## src/rtl/bomberman_input_encoder_pkg.sv

```systemverilog
// Shared bomberman definitions: default tick/cooldown values, direction
// encoding, and the packed key/command bundles used between the top and the
// per-player encoder.
package bomberman_input_encoder_pkg;

  // 4 move ticks per second at a 50 MHz system clock.
  localparam int unsigned TICK_DIV_DEFAULT      = 12500000;
  // Move ticks between accepted bomb pulses.
  localparam int unsigned BOMB_COOLDOWN_DEFAULT = 8;

  // Direction bit values as seen by the datapath.
  localparam logic DIR_RIGHT = 1'b1;  // increasing X
  localparam logic DIR_LEFT  = 1'b0;
  localparam logic DIR_DOWN  = 1'b1;  // increasing Y
  localparam logic DIR_UP    = 1'b0;

  // Which axis wins the next dual-axis request.
  typedef enum logic {
    AXIS_X = 1'b0,
    AXIS_Y = 1'b1
  } axis_e;

  // Raw or synchronized key set of one player.
  typedef struct packed {
    logic up;
    logic down;
    logic left;
    logic right;
    logic bomb;
  } keys_t;

  // Command bundle of one player towards the datapath.
  typedef struct packed {
    logic xmov;
    logic xdir;
    logic ymov;
    logic ydir;
    logic bomb;
  } cmd_t;

endpackage

```

## src/rtl/bomberman_player_encoder.sv

```systemverilog
// Per-player key encoder: synchronizes raw keys, turns held direction keys
// into one-cycle move pulses on each shared tick (alternating axes when both
// are requested), and turns bomb-key presses into rate-limited bomb pulses.
// Ports: clock, reset (async, active-high), enable, tick (shared move tick),
//        keys (raw, asynchronous), cmd (registered move/dir/bomb commands).
module bomberman_player_encoder
  import bomberman_input_encoder_pkg::*;
#(
  parameter int unsigned BOMB_COOLDOWN = BOMB_COOLDOWN_DEFAULT
) (
  input  logic  clock,
  input  logic  reset,
  input  logic  enable,
  input  logic  tick,
  input  keys_t keys,
  output cmd_t  cmd
);

  localparam int CDW = (BOMB_COOLDOWN < 1) ? 1 : $clog2(BOMB_COOLDOWN + 1);

  keys_t          sync_a;
  keys_t          sync_b;
  axis_e          alt;
  logic           bomb_prev;
  logic           bomb_rise;
  logic [CDW-1:0] cooldown;

  logic x_req;
  logic y_req;
  logic move_now;
  logic take_x;
  logic take_y;
  logic alt_flip;
  logic fire;

  // Two-flop synchronizer on every raw key.
  always_ff @(posedge clock or posedge reset) begin
    if (reset) begin
      sync_a <= '0;
      sync_b <= '0;
    end else begin
      sync_a <= keys;
      sync_b <= sync_a;
    end
  end

  // Opposite keys on one axis cancel out.
  always_comb begin
    x_req    = sync_b.right ^ sync_b.left;
    y_req    = sync_b.down ^ sync_b.up;
    move_now = tick & enable;
    take_x   = move_now & x_req & (~y_req | (alt == AXIS_X));
    take_y   = move_now & y_req & (~x_req | (alt == AXIS_Y));
    alt_flip = move_now & x_req & y_req;
    fire     = bomb_rise & enable & (cooldown == '0);
  end

  always_ff @(posedge clock or posedge reset) begin
    if (reset) begin
      cmd       <= '0;
      alt       <= AXIS_X;
      bomb_prev <= 1'b0;
      bomb_rise <= 1'b0;
      cooldown  <= '0;
    end else begin
      // Move pulses: high for the single cycle after the tick cycle.
      cmd.xmov <= take_x;
      cmd.ymov <= take_y;
      // Direction bits only change alongside their own mov pulse.
      if (take_x) cmd.xdir <= sync_b.right ? DIR_RIGHT : DIR_LEFT;
      if (take_y) cmd.ydir <= sync_b.down ? DIR_DOWN : DIR_UP;
      if (alt_flip) alt <= (alt == AXIS_X) ? AXIS_Y : AXIS_X;

      // Bomb edge is registered once more so the pulse lands three edges
      // after the first edge that samples the raw key high.
      bomb_prev <= sync_b.bomb;
      bomb_rise <= sync_b.bomb & ~bomb_prev;
      cmd.bomb  <= fire;

      // A fresh pulse reloads the cooldown; ticks keep draining it even
      // while the game is not enabled.
      if (fire) begin
        cooldown <= CDW'(BOMB_COOLDOWN);
      end else if (tick && (cooldown != '0)) begin
        cooldown <= cooldown - 1'b1;
      end
    end
  end

endmodule

```

## src/rtl/bomberman_input_encoder.sv

```systemverilog
// Two-player input encoder: one free-running move-tick divider shared by two
// independent per-player encoders that produce move/dir/bomb commands.
// Ports: clock, reset (async, active-high), enable, p1_*/p2_* raw keys in,
//        p1_*/p2_* xmov/xdir/ymov/ydir/bomb commands out.
module bomberman_input_encoder
  import bomberman_input_encoder_pkg::*;
#(
  parameter int unsigned TICK_DIV      = TICK_DIV_DEFAULT,
  parameter int unsigned BOMB_COOLDOWN = BOMB_COOLDOWN_DEFAULT
) (
  input  logic clock,
  input  logic reset,
  input  logic enable,
  input  logic p1_up,
  input  logic p1_down,
  input  logic p1_left,
  input  logic p1_right,
  input  logic p1_bomb_key,
  input  logic p2_up,
  input  logic p2_down,
  input  logic p2_left,
  input  logic p2_right,
  input  logic p2_bomb_key,
  output logic p1_xmov,
  output logic p1_xdir,
  output logic p1_ymov,
  output logic p1_ydir,
  output logic p1_bomb,
  output logic p2_xmov,
  output logic p2_xdir,
  output logic p2_ymov,
  output logic p2_ydir,
  output logic p2_bomb
);

  localparam int CW = (TICK_DIV <= 1) ? 1 : $clog2(TICK_DIV);

  logic [CW-1:0] count;
  logic          tick;
  keys_t         p1_keys;
  keys_t         p2_keys;
  cmd_t          p1_cmd;
  cmd_t          p2_cmd;

  // Tick divider keeps running regardless of enable so move phase and
  // cooldowns stay aligned to reset.
  assign tick = (count == CW'(TICK_DIV - 1));

  always_ff @(posedge clock or posedge reset) begin
    if (reset) begin
      count <= '0;
    end else if (tick) begin
      count <= '0;
    end else begin
      count <= count + 1'b1;
    end
  end

  assign p1_keys = {p1_up, p1_down, p1_left, p1_right, p1_bomb_key};
  assign p2_keys = {p2_up, p2_down, p2_left, p2_right, p2_bomb_key};

  bomberman_player_encoder #(
    .BOMB_COOLDOWN(BOMB_COOLDOWN)
  ) u_p1 (
    .clock (clock),
    .reset (reset),
    .enable(enable),
    .tick  (tick),
    .keys  (p1_keys),
    .cmd   (p1_cmd)
  );

  bomberman_player_encoder #(
    .BOMB_COOLDOWN(BOMB_COOLDOWN)
  ) u_p2 (
    .clock (clock),
    .reset (reset),
    .enable(enable),
    .tick  (tick),
    .keys  (p2_keys),
    .cmd   (p2_cmd)
  );

  assign {p1_xmov, p1_xdir, p1_ymov, p1_ydir, p1_bomb} = p1_cmd;
  assign {p2_xmov, p2_xdir, p2_ymov, p2_ydir, p2_bomb} = p2_cmd;

endmodule

```

## config.mk

```make
export PLATFORM = sky130hd
export DESIGN_NAME = bomberman_input_encoder
export DESIGN_NICKNAME = d
export VERILOG_FILES = /design/src/rtl/bomberman_input_encoder_pkg.sv /design/src/rtl/bomberman_player_encoder.sv /design/src/rtl/bomberman_input_encoder.sv
export SDC_FILE = /design/constraint.sdc
export NUM_CORES = 1
export LEC_CHECK = 0
export BUFFER_PORTS_ARGS = -buffer_cell sky130_fd_sc_hd__buf_2
export CORE_ASPECT_RATIO = 1.5
export CORE_UTILIZATION = 50
export CTS_BUF_LIST = sky130_fd_sc_hd__clkbuf_2
export DETAILED_ROUTE_END_ITERATION = 12
export PLACE_DENSITY_LB_ADDON = 0.25
export SYNTH_ARGS = -nofsm -noshare
export SYNTH_HDL_FRONTEND = slang
export SYNTH_SLANG_ARGS = --single-unit
```

## constraint.sdc

```tcl
create_clock -name clock -period 3.35 [get_ports clock]
set_input_delay 0.1675 -clock clock [delete_from_list [all_inputs] [get_ports clock]]
set_output_delay 0.1675 -clock clock [all_outputs]
set_load 0.005 [all_outputs]
```

==> insert_results.sql, run 1 <==
INSERT INTO impl_metrics (metric_group, metric, value, unit) VALUES
('run_status', 'status', 'complete, no violations', ''),
('timing', 'final_period_minus_worst_setup_slack', '2.35', 'ns'),
('floorplan', 'dieWidth', '64.4', 'µm'),
('global_routing', 'use_met2', '31.6', '%'),
('clocking', 'clock_tree.root_cell', 'sky130_fd_sc_hd__clkbuf_2', ''),
('synth', 'fraction_of_registers_with_async_set_or_reset_after_synthesis', '100', '%'),
('cells_and_area', 'synthesis_to_finish_area_growth', '13.9', '%'),
('placed_design', 'postPlaceCellArea', '3090', 'µm²'),
('floorplan', 'top_level_ports', '23', ''),
('power_and_ir_drop', 'p_leak', '0.00144', 'µW'),
('global_routing', 'grtUsageTotal', '19.3', '%'),
('timing', 'grt_setup_unrepaired', 'false', ''),
('global_routing', 'grt_start_max_net_pins', '52', ''),
('timing', 'timing.final.hold_violations', '0', ''),
('synth', 'mappedNetlistArea', '2920', 'µm²'),
('worst_setup_path', 'setup.worst_path.start_class', 'register', ''),
('clocking', 'cts.repair_timing.setup_buffer_count', '0', ''),
('clocking', 'postCtsHoldBufs', '12', ''),
('synth', 'syn-num-nets', '268', ''),
('synth', 'synth_cells', '252', ''),
('global_routing', 'globalRouteMet1Util', '22.8', '%'),
('synth', 'synthDominantCellAreaShare', '58.3', '%'),
('route', 'via_count', '1981', ''),
('timing', 'finalSetupTns', '0', 'ns'),
('synth', 'ys_top_cells_by_area', 'sky130_fd_sc_hd__dfrtp_1 (58%), sky130_fd_sc_hd__xnor2_1 (3.0%), sky130_fd_sc_hd__xor2_1 (3.0%)', ''),
('floorplan', 'placement_row_count', '33', ''),
('worst_setup_path', 'path_max_fanout', '16', ''),
('cells_and_area', 'layout.cells.most_common', 'sky130_fd_sc_hd__dfrtp_1', ''),
('cells_and_area', 'layout.cells.most_common_list', 'sky130_fd_sc_hd__dfrtp_1 (68), sky130_fd_sc_hd__buf_2 (22), sky130_fd_sc_hd__inv_1 (18), sky130_fd_sc_hd__nand2_1 (18)', ''),
('synth', 'ys_seq_area_share', '58.3', '%'),
('clocking', 'clock_path_buffers', '2', ''),
('clocking', 'worst_skew_pair.late_latency', '0.50', 'ns'),
('timing', 'fin_worst_skew', '0.0330', 'ns'),
('placed_design', 'dpl_hpwl', '3420', 'µm'),
('route', 'postRouteAntennaNets', '0', ''),
('synth', 'synth-main-ff-cell', 'sky130_fd_sc_hd__dfrtp_1', ''),
('worst_setup_path', 'worstPathArrival', '2.75', 'ns'),
('route', 'vias_per_cell', '5.38', ''),
('timing', 'max_freq', '426', 'MHz'),
('route', 'drt-initial-drc-count', '88', ''),
('global_routing', 'use_met3', '6.10', '%'),
('cells_and_area', 'layout.area.seq', '1700', 'µm²'),
('timing', 'final.period_utilization', '70.1', '%'),
('worst_setup_path', 'cp_data_required_time', '3.75', 'ns'),
('global_routing', 'gr-total-overflow', '0', ''),
('worst_setup_path', 'worst_setup_path_startpoint', 'count[0]', ''),
('worst_setup_path', 'category_of_the_critical_setup_timing_path', 'reg -> reg', ''),
('worst_setup_path', 'worst_r2r_startpoint', 'count[0]', ''),
('synth', 'yosys.cell_types.count', '45', ''),
('placed_design', 'port_buffers', '22', ''),
('synth', 'ys_warn_count', '0', ''),
('floorplan', 'effective_utilization_at_floorplan', '52.7', '%'),
('route', 'routed_wirelength', '5090', 'µm'),
('clocking', 'post_cts.resized_instances', '0', ''),
('floorplan', 'core_area', '5530', 'µm²'),
('route', 'drt_first_pass_iters', '4', ''),
('clocking', 'clock-sinks', '68', ''),
('cells_and_area', 'post_route_cells_drive_above_1_share', '18.8', '%'),
('clocking', 'clkTransAtPathRegs', '0.20', 'ns'),
('route', 'drt_wl_cell', '13.8', 'µm'),
('cells_and_area', 'multiInputGateArea', '1100', 'µm²'),
('timing', 'setup-violations-final', '0', ''),
('synth', 'post_synth.cell_area_avg', '11.6', 'µm²'),
('synth', 'number_of_synthesized_register_bits', '68', ''),
('global_routing', 'grt_pass1_wl', '8670', 'µm'),
('min_path', 'min-delay-path-class', 'in -> async', ''),
('cells_and_area', 'stdcell_area', '3320', 'µm²'),
('global_routing', 'grt.busiest_layer', 'met2', ''),
('timing', 'relSlewSlack', '58.2', '%'),
('placed_design', 'place.gp.congestion', '0.783', ''),
('floorplan', 'floorplan.die_area', '6150', 'µm²');
final timing paths:
path                                        to  slack, ns  depth (start not counted)
worst max-delay path               u_p2.cmd[4]       1.00                          5
worst min-delay path               u_p2.cmd[1]       0.16                          3
worst max register to register     u_p2.cmd[4]       1.00                          5
worst min register to register  u_p1.sync_b[3]       0.37                          0
max in group asynchronous       u_p1.sync_b[4]       2.22                          4
min in group clock              u_p2.sync_a[4]       0.28                          2
routing by layer:
metal  vias up  part of all wire [%]
li1        978                     -
met1       966                    44
met2        31                    51
met3         6                   3.3
met4         0                   1.7
met5         -                     0
cell type report:
type,instances,area share [%]
clock inverters,7,2.03
multi-input cells,159,33.2
clock buffers,9,1.36
repair buffers,36,7.39
inverters,19,2.15
flip-flops and latches,68,51.2
well taps,70,2.64
power breakdown:
| part | internal, µW | switching, µW |
|---|---|---|
| Clock | 168 | 291 |
| Combinational | 32.0 | 40.1 |
| Sequential | 842 | 12.3 |
worst max-delay path, stage by stage (launching register included):
cell,delay [ns]
sky130_fd_sc_hd__dfrtp_1,0.43
sky130_fd_sc_hd__ha_1,0.24
sky130_fd_sc_hd__nand4_2,0.22
sky130_fd_sc_hd__or2_1,0.50
sky130_fd_sc_hd__nor2_2,0.57
sky130_fd_sc_hd__nor4b_1,0.30
cell families after synthesis:
logic type | synth area share [%]
flip-flops | 58.3
adder cells (fa/ha/maj) | 1.29
AO/OA/AOI/OAI | 6.69
XOR/XNOR | 6.01
multiplexers | 3.52
buffers and inverters | 3.86
AND/OR/NAND/NOR | 20.3
registers in the layout, indices dropped and copies added (netlist names), 4 cells and up:
name	cells
count	24
u_p1.cmd	5
u_p1.sync_a	5
u_p1.sync_b	5
u_p2.cmd	5
u_p2.sync_a	5
u_p2.sync_b	5
u_p1.cooldown	4
u_p2.cooldown	4
cells in the mapped netlist, types with 3 or more instances:
cell,instances
sky130_fd_sc_hd__ha_1,3
sky130_fd_sc_hd__nand3_1,12
sky130_fd_sc_hd__nor3_1,9
sky130_fd_sc_hd__xor2_1,10
sky130_fd_sc_hd__o21ai_0,12
sky130_fd_sc_hd__nor2_1,10
sky130_fd_sc_hd__a2111oi_0,3
sky130_fd_sc_hd__nor4_2,3
sky130_fd_sc_hd__or4_1,5
sky130_fd_sc_hd__nand4b_1,3
sky130_fd_sc_hd__o31ai_1,3
sky130_fd_sc_hd__nor4_1,4
sky130_fd_sc_hd__buf_2,3
sky130_fd_sc_hd__a21oi_2,4
sky130_fd_sc_hd__nand2_1,18
sky130_fd_sc_hd__or3_1,4
sky130_fd_sc_hd__mux2i_1,8
sky130_fd_sc_hd__inv_1,19
sky130_fd_sc_hd__o41ai_1,3
sky130_fd_sc_hd__nor4b_1,3
sky130_fd_sc_hd__xnor2_1,10
sky130_fd_sc_hd__nor2b_1,5
sky130_fd_sc_hd__dfrtp_1,68
metrics by stage:
step	cells	setup WS, ns	util, %	hold slack (ns)	power [µW]
2_1_floorplan	252	1.47	-	0.199	910
3_3_place_gp	340	1.10	55.8	0.151	931
3_5_place_dp	340	0.982	55.8	0.157	932
4_1_cts	368	0.947	60.0	0.101	1410
5_1_grt	368	0.727	60.0	0.135	1450
6_report	368	1.00	60.0	0.160	1390
Note: power is estimated with default switching activity, not from simulation.
==> inputs of run 2 (changes only) <==
ABC_AREA = 1   (was default)
clock period = 2.2 ns   (was 3.35 ns; I/O delays follow)
==> run 2 against run 1 <==
Effect of this change: worst hold slack better by 0.024 ns; register-to-register slack got worse by 0.52 ns; die area rose by 4.5%; clock skew fell by 0.018 ns; utilization grew 0.22 points; critical endpoint is now u_p1.cmd[3].
==> insert_results.sql, run 2 <==
INSERT INTO impl_metrics (metric_group, metric, value, unit) VALUES
('power_and_ir_drop', 'power.share.sequential', '58.6', '%'),
('flow_run', 'drv.max_cap_violation_count', '0', ''),
('floorplan', 'dieWidth', '65.8', 'µm'),
('power_and_ir_drop', 'power.share.switching', '22.9', '%'),
('placed_design', 'place.gp.congestion', '0.933', ''),
('floorplan', 'effective_utilization_at_floorplan', '52.3', '%'),
('cells_and_area', 'layout.cells.most_common', 'sky130_fd_sc_hd__nand2_1', ''),
('route', 'wl_met1', '2260', 'µm'),
('route', 'via_count', '2300', ''),
('power_and_ir_drop', 'p_leak', '0.00189', 'µW'),
('route', 'met3WireLength', '196', 'µm'),
('clocking', 'h-tree-depth', '3', ''),
('route', 'routed_wirelength', '5510', 'µm'),
('cells_and_area', 'final_core_utilization', '60.2', '%'),
('worst_setup_path', 'setup.worst_path.start_class', 'register', ''),
('synth', 'ys_warn_count', '0', ''),
('synth', 'synthDominantCellAreaShare', '55.8', '%'),
('cells_and_area', 'finalNonFillerCells', '474', ''),
('min_path', 'min-delay-path-class', 'in -> async', ''),
('clocking', 'clock_tree.root_cell', 'sky130_fd_sc_hd__clkbuf_2', ''),
('timing', 'fin_worst_skew', '0.0154', 'ns'),
('synth', 'mappedNetlistArea', '3050', 'µm²'),
('route', 'drt-initial-drc-count', '137', ''),
('clocking', 'worst_skew_pair.late_latency', '0.50', 'ns'),
('worst_setup_path', 'cp_data_required_time', '2.62', 'ns'),
('floorplan', 'floorplan.die_area', '6420', 'µm²'),
('global_routing', 'grtUsageTotal', '20.0', '%'),
('placed_design', 'place_inst', '446', ''),
('synth', 'synth_cells', '352', ''),
('power_and_ir_drop', 'p_comb_share', '3.4', '%'),
('synth', 'syn-num-nets', '368', ''),
('global_routing', 'grt_start_max_net_pins', '29', ''),
('route', 'postRouteAntennaNets', '0', ''),
('cells_and_area', 'num-fill-cells', '511', ''),
('power_and_ir_drop', 'power.internal', '1690', 'µW'),
('cells_and_area', 'finalNetCount', '413', ''),
('route', 'vias_per_cell', '4.85', ''),
('synth', 'ys_top_cells_by_area', 'sky130_fd_sc_hd__dfrtp_1 (56%), sky130_fd_sc_hd__nand2_1 (9.7%), sky130_fd_sc_hd__inv_1 (6.9%)', ''),
('floorplan', 'top_level_ports', '23', ''),
('synth', 'ys_seq_area_share', '55.8', '%'),
('synth', 'post-synth-top-count-cell', 'sky130_fd_sc_hd__nand2_1', ''),
('route', 'drt_first_pass_iters', '4', ''),
('cells_and_area', 'antennaDiodeCount', '0', ''),
('floorplan', 'core_area', '5830', 'µm²'),
('clocking', 'cts_tree', 'done', ''),
('worst_setup_path', 'cp-end-kind', 'register', ''),
('synth', 'fraction_of_registers_with_async_set_or_reset_after_synthesis', '100', '%'),
('global_routing', 'grt_pass1_wl', '9660', 'µm'),
('timing', 'setup-violations-final', '0', ''),
('worst_setup_path', 'worstPathArrival', '2.14', 'ns'),
('synth', 'post_synth.cell_area_avg', '8.67', 'µm²'),
('power_and_ir_drop', 'power_density', '623', 'nW/µm²'),
('placed_design', 'port_buffers', '22', ''),
('synth', 'post-synth-top-area-cell', 'sky130_fd_sc_hd__dfrtp_1', ''),
('route', 'route.top_layer_used', 'met4', ''),
('global_routing', 'gr-total-overflow', '0', ''),
('cells_and_area', 'flip_flop_count_of_the_largest_register_after_layout', '24', ''),
('floorplan', 'die_y', '97.7', 'µm'),
('timing', 'final_period_minus_worst_setup_slack', '1.72', 'ns'),
('power_and_ir_drop', 'netSwitchingPower', '501', 'µW'),
('global_routing', 'number_of_global_route_vias_before_repair', '2336', ''),
('placed_design', 'dpl_hpwl', '4050', 'µm'),
('cells_and_area', 'synthesis_to_finish_area_growth', '15.1', '%'),
('synth', 'number_of_synthesized_register_bits', '68', ''),
('run_status', 'status', 'complete, no violations', ''),
('global_routing', 'number_of_antenna_violations_at_the_first_check_in_global_routing', '0', ''),
('synth', 'number_of_enable_flip_flop_cells_after_synthesis', '0', ''),
('worst_setup_path', 'category_of_the_critical_setup_timing_path', 'reg -> reg', ''),
('cells_and_area', 'layout.cells.most_common_list', 'sky130_fd_sc_hd__nand2_1 (79), sky130_fd_sc_hd__dfrtp_1 (68), sky130_fd_sc_hd__inv_1 (55)', ''),
('timing', 'worstMarginPinSlew', '0.546', 'ns'),
('route', 'drt_wl_cell', '11.6', 'µm'),
('timing', 'grt_setup_unrepaired', 'false', ''),
('route', 'wl_met2', '2910', 'µm'),
('timing', 'relSlewSlack', '63.5', '%'),
('timing', 'report.final.slew_viol_count', '0', ''),
('power_and_ir_drop', 'clock_power_share', '38.0', '%'),
('synth', 'most_frequent_cells_after_synthesis', 'sky130_fd_sc_hd__nand2_1 (79), sky130_fd_sc_hd__dfrtp_1 (68), sky130_fd_sc_hd__inv_1 (56)', ''),
('timing', 'max_freq', '581', 'MHz'),
('clocking', 'post_cts.resized_instances', '0', ''),
('clocking', 'clock-sinks', '68', ''),
('route', 'drc_errors', '0', ''),
('cells_and_area', 'registers.top_by_ff_count', 'count', ''),
('clocking', 'clock_path_buffers', '2', ''),
('clocking', 'clkTransAtPathRegs', '0.18', 'ns'),
('worst_setup_path', 'path_max_fanout', '18', ''),
('clocking', 'numCtsBuffers', '9', ''),
('synth', 'synth-main-ff-cell', 'sky130_fd_sc_hd__dfrtp_1', ''),
('synth', 'yosys.cell_types.count', '23', ''),
('timing', 'timing.final.hold_violations', '0', ''),
('timing', 'final.period_utilization', '78.2', '%'),
('power_and_ir_drop', 'vdd.ir_drop.worst', '303', 'µV'),
('floorplan', 'placement_row_count', '34', ''),
('cells_and_area', 'post_route_cells_drive_above_1_share', '14.7', '%'),
('clocking', 'cts.repair_timing.setup_buffer_count', '0', ''),
('timing', 'finalSetupTns', '0', 'ns');
[run 2: changes by cell type after synthesis, sizes merged, moves of 7 or more]
| cell | before | now |
|---|---|---|
| nand2 | 18 | 82 |
| nor2 | 11 | 53 |
| inv | 19 | 57 |
| nand3 | 13 | 30 |
| xnor2 | 10 | 0 |
| mux2i | 8 | 0 |
| or4 | 7 | 0 |
[run 2: logic make-up (layout without fill, tap and decap cells)]
group / Yosys count / count (layout) / share of synthesized area [%]
fa+ha+maj: 3 / 3 / 1.23
simple gates: 185 / 185 / 27.7
buf+inv: 61 / 111 / 7.75
xor+xnor: 14 / 14 / 4.02
compound gates: 21 / 21 / 3.53
flops: 68 / 68 / 55.8
[run 2: final cells by class]
| type | instances | area, µm² | area share (%) |
|---|---|---|---|
| clock buffer | 10 | 50.0 | 1.43 |
| clock inverter | 6 | 87.6 | 2.49 |
| inverter | 59 | 224 | 6.38 |
| multi-input combinational | 223 | 1110 | 31.7 |
| sequential | 68 | 1700 | 48.5 |
| tap | 72 | 90.1 | 2.57 |
| timing repair buffer | 36 | 245 | 6.99 |
[run 2: power by group through the flow]
| stage | clock [µW] | sequential, µW | combinational (µW) |
|---|---|---|---|
| after floorplan | 0 | 1300 | 35.3 |
| after global placement | 0 | 1300 | 59.0 |
| after detailed placement | 0 | 1310 | 60.8 |
| after CTS | 854 | 1280 | 77.5 |
| after global routing | 912 | 1280 | 86.1 |
| final | 831 | 1280 | 74.8 |
[run 2: per-stage QoR]
stage          worst slack [ns]  instance area (µm²)  hold WS (ns)  power (µW)
6_report                  0.480                 3510         0.184        2190
5_1_grt                   0.308                 3510         0.179        2280
4_1_cts                   0.436                 3510         0.162        2210
3_5_place_dp              0.467                 3250         0.191        1370
3_3_place_gp              0.536                 3250         0.193        1360
2_1_floorplan             0.378                 3050         0.141        1340
[run 2: layer usage]
layer | GRT usage, % | up-vias
met5 | 0 | -
met4 | 9.20 | 0
met3 | 6.57 | 15
met2 | 34.6 | 34
met1 | 21.1 | 1066
li1 | - | 1185
[run 2: what timing repair did]
item                                   in CTS  in global routing
hold buffers                               12                  0
setup endpoints to repair                   0                  0
endpoints found under the hold margin      39                  0
[run 2: final timing paths]
check,startpoint,to,slack (ns),depth (start not counted)
worst max-delay path,count[0],u_p1.cmd[3],0.48,8
worst min-delay path,reset,u_p2.sync_a[4],0.18,3
worst min register to register,u_p1.sync_a[4],u_p1.sync_b[4],0.37,0
worst max register to register,count[0],u_p1.cmd[3],0.48,8
max in group asynchronous,reset,count[16],1.33,4
min in group clock,p2_down,u_p2.sync_a[3],0.24,2
[run 2: worst max-delay path: stages (launching register included)]
cell and delay [ns]:
sky130_fd_sc_hd__dfrtp_1 0.39, sky130_fd_sc_hd__ha_1 0.23, sky130_fd_sc_hd__nand3_4 0.12, sky130_fd_sc_hd__nor2_2 0.18, sky130_fd_sc_hd__nand3_4 0.25, sky130_fd_sc_hd__nor2_8 0.22, sky130_fd_sc_hd__nand3_1 0.12, sky130_fd_sc_hd__nand2_1 0.09
sky130_fd_sc_hd__nand2_1 0.04
==> inputs of run 3 (changes only) <==
clock period = 1.8 ns   (was 2.2 ns; I/O delays follow)
==> run 3 against run 2 <==
Effect of this change: largest cell class unchanged; largest power group unchanged; critical path depth did not move; non-clock buffer count did not move; die area is the same; clock skew increased by 0.00065 ns.
==> insert_results.sql, run 3 (synthesis gave the netlist of run 2 again) <==
INSERT INTO impl_metrics (metric_group, metric, value, unit) VALUES
('run_status', 'status', 'complete, no violations', ''),
('power_and_ir_drop', 'vdd.ir_drop.worst', '390', 'µV'),
('global_routing', 'grtUsageTotal', '19.4', '%'),
('power_and_ir_drop', 'p_leak', '0.00189', 'µW'),
('worst_setup_path', 'cp_data_required_time', '2.23', 'ns'),
('clocking', 'h-tree-depth', '3', ''),
('min_path', 'min-delay-path-class', 'in -> async', ''),
('cells_and_area', 'post_route_cells_drive_above_1_share', '14.7', '%'),
('cells_and_area', 'flip_flop_count_of_the_largest_register_after_layout', '24', ''),
('timing', 'setup_slack', '0.235', 'ns'),
('clocking', 'cts_tree', 'done', ''),
('floorplan', 'dieWidth', '65.8', 'µm'),
('worst_setup_path', 'worstPathArrival', '2.00', 'ns'),
('power_and_ir_drop', 'power.internal', '2060', 'µW'),
('clocking', 'post_cts.resized_instances', '0', ''),
('worst_setup_path', 'worst_setup_path_startpoint', 'count[0]', ''),
('global_routing', 'number_of_global_route_vias_before_repair', '2223', ''),
('worst_setup_path', 'r2r.worst_path.cells', '8', ''),
('clocking', 'cts.repair_timing.setup_buffer_count', '0', ''),
('worst_setup_path', 'cp-end-kind', 'register', ''),
('floorplan', 'placement_row_count', '34', ''),
('floorplan', 'floorplan.die_area', '6420', 'µm²'),
('worst_setup_path', 'setup.worst_path.start_class', 'register', ''),
('clocking', 'clock_tree.root_cell', 'sky130_fd_sc_hd__clkbuf_2', ''),
('flow_run', 'drv.max_cap_violation_count', '0', ''),
('timing', 'timing.final.hold_violations', '0', ''),
('timing', 'setup-violations-final', '0', ''),
('cells_and_area', 'layout.cells.most_common', 'sky130_fd_sc_hd__nand2_1', ''),
('cells_and_area', 'finalNetCount', '413', ''),
('floorplan', 'top_level_ports', '23', ''),
('clocking', 'clkTransAtPathRegs', '0.19', 'ns'),
('cells_and_area', 'registers.top_by_ff_count', 'count', ''),
('placed_design', 'place.gp.congestion', '0.830', ''),
('clocking', 'postCtsHoldBufs', '12', ''),
('clocking', 'clock_path_buffers', '2', ''),
('clocking', 'worst_skew_pair.late_latency', '0.52', 'ns'),
('cells_and_area', 'antennaDiodeCount', '0', ''),
('cells_and_area', 'layout.cells.most_common_list', 'sky130_fd_sc_hd__nand2_1 (79), sky130_fd_sc_hd__dfrtp_1 (68), sky130_fd_sc_hd__inv_1 (55)', ''),
('clocking', 'numCtsBuffers', '9', ''),
('worst_setup_path', 'path_max_fanout', '8', ''),
('cells_and_area', 'synthesis_to_finish_area_growth', '15.8', '%'),
('global_routing', 'gr-total-overflow', '0', ''),
('worst_setup_path', 'category_of_the_critical_setup_timing_path', 'reg -> reg', ''),
('route', 'drt_first_pass_iters', '4', ''),
('route', 'postRouteAntennaNets', '0', ''),
('placed_design', 'port_buffers', '22', ''),
('global_routing', 'grt_pass1_wl', '9360', 'µm'),
('global_routing', 'number_of_antenna_violations_at_the_first_check_in_global_routing', '0', ''),
('floorplan', 'effective_utilization_at_floorplan', '52.3', '%'),
('floorplan', 'die_y', '97.7', 'µm'),
('power_and_ir_drop', 'clock_power_share', '38.6', '%'),
('timing', 'grt_setup_unrepaired', 'false', ''),
('timing', 'worstMarginPinSlew', '0.408', 'ns'),
('placed_design', 'placement.setup.worst_slack', '0.223', 'ns'),
('route', 'drt-initial-drc-count', '157', ''),
('route', 'drc_errors', '0', ''),
('power_and_ir_drop', 'power_density', '766', 'nW/µm²'),
('timing', 'finalSetupTns', '0', 'ns'),
('worst_setup_path', 'timing.rr.end', 'u_p2.cmd[3]', ''),
('route', 'via_count', '2307', ''),
('timing', 'relSlewSlack', '72.7', '%'),
('timing', 'fin_worst_skew', '0.0161', 'ns'),
('power_and_ir_drop', 'power.share.sequential', '57.9', '%'),
('placed_design', 'dpl_hpwl', '3920', 'µm'),
('power_and_ir_drop', 'p_comb_share', '3.5', '%'),
('timing', 'final_period_minus_worst_setup_slack', '1.57', 'ns'),
('power_and_ir_drop', 'netSwitchingPower', '643', 'µW'),
('route', 'drt_wl_cell', '11.6', 'µm'),
('timing', 'final.period_utilization', '86.9', '%'),
('timing', 'report.final.slew_viol_count', '0', ''),
('worst_setup_path', 'timing.reg2reg.setup_slack', '0.23', 'ns'),
('global_routing', 'grt_start_max_net_pins', '69', ''),
('timing', 'max_freq', '639', 'MHz'),
('clocking', 'clock-sinks', '68', ''),
('worst_setup_path', 'worst_r2r_startpoint', 'count[0]', ''),
('route', 'vias_per_cell', '4.87', ''),
('power_and_ir_drop', 'power.share.switching', '23.7', '%'),
('floorplan', 'core_area', '5830', 'µm²'),
('route', 'routed_wirelength', '5500', 'µm');
[run 3: cell types whose count changed in the layout (fill, tap and decap cells not counted)]
cell	before	now
sky130_fd_sc_hd__clkinvlp_4	0	2
sky130_fd_sc_hd__buf_12	0	1
sky130_fd_sc_hd__buf_4	2	1
sky130_fd_sc_hd__clkbuf_2	10	9
sky130_fd_sc_hd__clkinv_2	4	3
sky130_fd_sc_hd__inv_2	2	1
sky130_fd_sc_hd__inv_6	1	2
[run 3: worst max-delay path: stages, from the launching register on]
cell                      delay (ns)
sky130_fd_sc_hd__dfrtp_1        0.39
sky130_fd_sc_hd__ha_1           0.23
sky130_fd_sc_hd__nand3_4        0.13
sky130_fd_sc_hd__nor2_2         0.19
sky130_fd_sc_hd__nand3_4        0.14
sky130_fd_sc_hd__nor2_8         0.16
sky130_fd_sc_hd__nand3_1        0.10
sky130_fd_sc_hd__nand2_1        0.09
sky130_fd_sc_hd__nand2_1        0.05
[run 3: through the flow]
stage / util [%] / std cells / cell area (µm²) / hold WS, ns / power, µW
4_1_cts: 60.6 / 474 / 3530 / 0.158 / 2740
6_report: 60.6 / 474 / 3530 / 0.170 / 2710
3_3_place_gp: 56.1 / 446 / 3270 / 0.197 / 1670
3_5_place_dp: 56.1 / 446 / 3270 / 0.200 / 1670
5_1_grt: 60.6 / 474 / 3530 / 0.149 / 2830
2_1_floorplan: - / 352 / 3050 / 0.121 / 1640
[run 3: per-layer routing]
layer	up-vias	GRT usage (%)	part of all wire (%)
met3	11	3.29	3.6
met5	-	0	0
li1	1186	-	-
met1	1062	22.9	41
met4	0	12.7	2.4
met2	48	31.4	53
[run 3: area by class of cell]
| type | count | area (µm²) |
|---|---|---|
| Clock buffer | 9 | 45.0 |
| Clock inverter | 7 | 98.8 |
| Fill cell | 480 | 2290 |
| Inverter | 59 | 228 |
| Multi-Input combinational cell | 223 | 1110 |
| Sequential cell | 68 | 1700 |
| Tap cell | 72 | 90.1 |
| Timing Repair Buffer | 36 | 258 |
[run 3: worst max path at each step]
stage | endpoint | slack (ns) | cells after the start
global placement | count[10] | 0.26 | 7
global route | u_p2.cooldown[0] | 0.07 | 8
floorplan | u_p2.cmd[3] | 0.36 | 8
detailed placement | u_p2.cooldown[0] | 0.22 | 8
CTS | u_p2.cmd[3] | 0.21 | 8
finish | u_p2.cmd[3] | 0.23 | 8
[run 3: power groups by stage]
stage | registers (µW) | logic (µW) | clock network [µW]
2_1_floorplan | 1590 | 43.6 | 0
3_3_place_gp | 1590 | 74.6 | 0
3_5_place_dp | 1590 | 76.4 | 0
4_1_cts | 1570 | 96.9 | 1070
5_1_grt | 1570 | 106 | 1150
6_report | 1570 | 94.2 | 1040
